### config.mk
export PLATFORM = sky130hd
export DESIGN_NAME = fifo_rd_ctrl
export DESIGN_NICKNAME = d
export VERILOG_FILES = /design/src/rtl/fifo_rd_ctrl.sv
export SDC_FILE = /design/constraint.sdc
export NUM_CORES = 1
export LEC_CHECK = 0
export CAP_MARGIN = 20
export CORE_MARGIN = 2
export CORE_UTILIZATION = 40
export DETAILED_ROUTE_END_ITERATION = 10
export GPL_ROUTABILITY_DRIVEN = 0
export GPL_TIMING_DRIVEN = 0
export PLACE_DENSITY = 0.71
export SYNTH_ARGS = -nofsm -noshare
export SYNTH_HDL_FRONTEND = slang
export SYNTH_SLANG_ARGS = --single-unit
### constraint.sdc
create_clock -name i_clk -period 2.4 [get_ports i_clk]
set_input_delay 0.6 -clock i_clk [delete_from_list [all_inputs] [get_ports i_clk]]
set_output_delay 0.6 -clock i_clk [all_outputs]
set_load 0.01 [all_outputs]
### src/rtl/fifo_rd_ctrl.sv
// Read-domain half of the asynchronous FIFO: synchronises the Gray write pointer,
// owns the read pointer and RAM read port, and derives empty/almost-empty/count.
`timescale 1ns/1ps
module fifo_rd_ctrl #(
    parameter int ADDR_WIDTH      = 4,
    parameter int DATA_WIDTH      = 8,
    parameter int PTR_WIDTH       = ADDR_WIDTH + 1,
    parameter int SYNC_STAGES     = 2,
    parameter int ALMOST_EMPTY_TH = 2
) (
    input  logic                  i_clk,
    input  logic                  i_rst,
    input  logic [PTR_WIDTH-1:0]  i_wr_ptr_gray,
    input  logic                  i_rd_en,
    output logic                  o_ram_rd_en,
    output logic [ADDR_WIDTH-1:0] o_ram_rd_addr,
    input  logic [DATA_WIDTH-1:0] i_ram_rd_data,
    output logic [DATA_WIDTH-1:0] o_rd_data,
    output logic                  o_rd_valid,
    output logic [PTR_WIDTH-1:0]  o_rd_ptr_gray,
    output logic                  o_empty,
    output logic                  o_almost_empty,
    output logic [PTR_WIDTH-1:0]  o_rd_count,
    output logic                  o_underflow
);

    typedef logic [PTR_WIDTH-1:0] ptr_t;

    function automatic ptr_t bin2gray(input ptr_t bin);
        return bin ^ (bin >> 1);
    endfunction

    function automatic ptr_t gray2bin(input ptr_t gray);
        ptr_t bin;
        bin = gray;
        for (int i = PTR_WIDTH - 2; i >= 0; i--) begin
            bin[i] = gray[i] ^ bin[i+1];
        end
        return bin;
    endfunction

    // Stage 0 samples the asynchronous pointer; no logic may sit between stages.
    logic [SYNC_STAGES-1:0][PTR_WIDTH-1:0] wr_sync_q, wr_sync_d;

    ptr_t wr_bin_sync;
    logic accept;

    ptr_t rd_bin_q,  rd_bin_d;
    ptr_t rd_gray_q, rd_gray_d;
    ptr_t count_q,   count_d;
    logic empty_q,        empty_d;
    logic almost_empty_q, almost_empty_d;
    logic rd_valid_q,     rd_valid_d;
    logic underflow_q,    underflow_d;

    // NOTE: every signal below is assigned on every path, so no latch can be inferred.
    always_comb begin
        wr_sync_d      = {wr_sync_q[SYNC_STAGES-2:0], i_wr_ptr_gray};
        wr_bin_sync    = gray2bin(wr_sync_q[SYNC_STAGES-1]);

        accept         = i_rd_en & ~empty_q;
        rd_bin_d       = rd_bin_q + ptr_t'(accept);
        rd_gray_d      = bin2gray(rd_bin_d);

        // Flags look at the post-read pointer so back-to-back reads cannot pass empty.
        count_d        = wr_bin_sync - rd_bin_d;
        empty_d        = (count_d == '0);
        almost_empty_d = (count_d <= ptr_t'(ALMOST_EMPTY_TH));

        rd_valid_d     = accept;
        underflow_d    = i_rd_en & empty_q;
    end

    // NOTE: state flops use non-blocking assignment so every flop samples pre-edge values.
    always_ff @(posedge i_clk or posedge i_rst) begin
        if (i_rst) begin
            wr_sync_q      <= '0;
            rd_bin_q       <= '0;
            rd_gray_q      <= '0;
            count_q        <= '0;
            empty_q        <= 1'b1;
            almost_empty_q <= 1'b1;
            rd_valid_q     <= 1'b0;
            underflow_q    <= 1'b0;
        end else begin
            wr_sync_q      <= wr_sync_d;
            rd_bin_q       <= rd_bin_d;
            rd_gray_q      <= rd_gray_d;
            count_q        <= count_d;
            empty_q        <= empty_d;
            almost_empty_q <= almost_empty_d;
            rd_valid_q     <= rd_valid_d;
            underflow_q    <= underflow_d;
        end
    end

    assign o_ram_rd_en    = accept;
    assign o_ram_rd_addr  = rd_bin_q[ADDR_WIDTH-1:0];
    assign o_rd_data      = i_ram_rd_data;
    assign o_rd_valid     = rd_valid_q;
    assign o_rd_ptr_gray  = rd_gray_q;
    assign o_empty        = empty_q;
    assign o_almost_empty = almost_empty_q;
    assign o_rd_count     = count_q;
    assign o_underflow    = underflow_q;

endmodule

==> flow_summary.toml <==
[outcome]
outcome = "complete, but fails checks"
violations = "setup timing"

[setup_path]
slowest_delay_ps = 480
end_kind = "flop"
crit_buf_inv = 1
crit_slowest_cell = "fa_2"
cp_max_fo = 5
start_kind = "flop"
cp.arrival_ps = 2660
cp.required_ps = 2650
worst-setup-path-type = "flop to flop"
cp_top_family = "XOR/XNOR gates"
crit_chain = "xor3_2 -> xor2_4 -> xnor2_2 -> ha_2 -> inv_2 -> fa_2 -> nor3_2 -> o211ai_1 -> o21ai_1"

[route]
totalWireLength_mm = 2.349
ant_nets = 0
drt-initial-drc-count = 7
wl_met3_um = 109
wl_met2_mm = 1.246
post-route-drc-count = 0
routed.top_layer = "met4"
routedWlPerCell_um = 12.98
met1_length_um = 959
first_pass_iters = 4
vias_per_cell = 4.359
via_count = 789

[sta]
setup_ws_ps = -15.34
rsz0062_at_grt = "true"
fin_crit_ps = 2415
hold_slack_ps = 364.3
setup_tns_ps = -19.58
fmax_mhz = 414.0
setup_viol = 2
slew_violations = 0
final_hold_viol_count = 0
min_period_over_period_pct = 100.6
max_slew.worst_pin.slew_ps = 475.9
relSlewSlack_pct = 68.24
skew_ps = 2.063

[synthesis]
synth_top_area_share_pct = 51.28
ys_seq_elements = 28
synth_ff_type = "dfrtp_1"
synth.area.top_cells = "dfrtp_1, xnor2_1, ha_1, buf_4, dfstp_2"
synth_top_area_cell = "dfrtp_1"
synth.distinct_cells = 28
syn-num-nets = 116
synth_enable_flop_cells = 0
synthTopCellsByCount = "dfrtp_1, xnor2_1, buf_4"
synth_area_um2 = 1269
synthArstFlopShare_pct = 100.0
ys_seq_area_share_pct = 55.42
syn_avg_cell_area_um2 = 13.64
ys_warn_count = 0
yosysMostFrequentCell = "dfrtp_1"
synthCells = 93

[die]
die_h_um = 60.32
num_io_pins = 43
die_x_um = 60.32
coreArea_um2 = 3028
initial_core_util_pct = 41.90
die_area_um2 = 3639
rows = 20

[cells_and_area]
nFillCells = 232
drive_gt1_share_pct = 33.58
design_area_um2 = 1888
area_growth_pct = 48.82
n_antenna_cell = 0
final_nets = 162
fin_cells = 181
postLayoutCoreUtil_pct = 62.36

[clock_tree]
clockRootBuffer = "clkbuf_4"
htreeDepth = 1
cts_tree = "done"
worst_skew_pair.late_latency_ps = 310
numCtsBuffers = 3
clock_sink_count = 28
clockBufferDepth = 2
clk_pin_slew_ps = 140

[global_routing]
antenna_found_initial = 0
grt-ovfl-total = 0
grt_pass1_vias = 871
grt_max_degree = 29
grt_pass1_wl_mm = 3.995
grt.total_usage_pct = 15.22

[placement]
dp_hpwl_mm = 1.581
dp_cells = 171
place_area_um2 = 1689
io_buffers = 34

[run]
cap_viol_max_count = 0

[pwr]
powerDensity_nw_per_um2 = 1372
max-vdd-ir-drop_mv = 0.5939
p_leak_nw = 0.8131

[hold_path]
holdCritPathClass = "flop to flop"
report_power, final:
| group | leakage [nW] | internal (W) | switching (W) |
|---|---|---|---|
| logic | 0.473 | 0.000880 | 0.000773 |
| registers | 0.327 | 0.000642 | 0.000112 |
| clock network | 0.0138 | 0.0000587 | 0.000125 |
| total | 0.813 | 0.00158 | 0.00101 |
cell usage in the layout, fill, tap and decap left out, types with 2 or more instances in the layout:
cell type        count
xor2_2               2
dfrtp_1             26
clkdlybuf4s50_1     33
nor2_1               2
dfstp_2              2
o21ai_1              2
ha_4                 3
xor2_1               3
clkbuf_4             3
inv_1                5
xnor2_1              8
a21boi_2             2
xnor2_2              2
o211ai_1             2
ha_1                 2
buf_4               14
a21oi_2              3
flip-flops by register name, indices dropped and copies added, names as in the netlist:
register and flops:
o_rd_count 5, rd_bin_q 5, wr_sync_d 5, o_rd_ptr_gray 4, wr_sync_q 4, o_almost_empty 1
o_empty 1, o_rd_valid 1, o_underflow 1, wr_bin_sync 1
metal layers:
layer	up-vias	track usage, %
li1	388	-
met1	364	18.41
met2	35	27.17
met3	2	2.381
met4	0	5.714
met5	-	0
kinds of logic after synthesis:
group	share of synthesized area (%)
flops	55.42
xor+xnor	18.84
buf+inv	6.509
compound gates	6.410
simple gates	5.327
fa+ha+maj	7.495
cell type report:
type                            instances  area, um2  share of cell area, %
Clock buffer                            3      22.52                  1.193
Sequential cell                        28      703.2                  37.24
Tap cell                               44      55.05                  2.916
Buffer                                  8      60.06                  3.181
Multi-Input combinational cell         51      625.6                  33.13
Inverter                                6      22.52                  1.193
Timing Repair Buffer                   41      399.1                  21.14
through the flow:
| step | setup slack [ps] | power (W) |
|---|---|---|
| 2_1_floorplan | 15.19 | 0.001625 |
| 3_3_place_gp | -597.4 | 0.002054 |
| 3_5_place_dp | -696.7 | 0.002085 |
| 4_1_cts | -47.97 | 0.002550 |
| 5_1_grt | -134.6 | 0.002799 |
| 6_report | -15.34 | 0.002591 |
what timing repair did:
| item | in CTS | in global routing |
|---|---|---|
| buffers inserted | 6 | 0 |
| endpoints found under the setup margin | 5 | 2 |
| hold buffers | 0 | 0 |
| resized for setup | 25 | 2 |
| pin swaps | 11 | 2 |
final timing paths:
path | from | endpoint | slack, ps | cells after the start
max | wr_bin_sync[4] | o_empty | -20 | 9
min | wr_sync_d[9] | wr_bin_sync[4] | 360 | 0
max reg2reg | wr_bin_sync[4] | o_empty | -20 | 9
min reg2reg | wr_sync_d[9] | wr_bin_sync[4] | 360 | 0
max in group asynchronous | i_rst | o_almost_empty | 1270 | 3
min in group asynchronous | i_rst | rd_bin_q[2] | 590 | 2
Note: power is estimated with default switching activity, not from simulation.
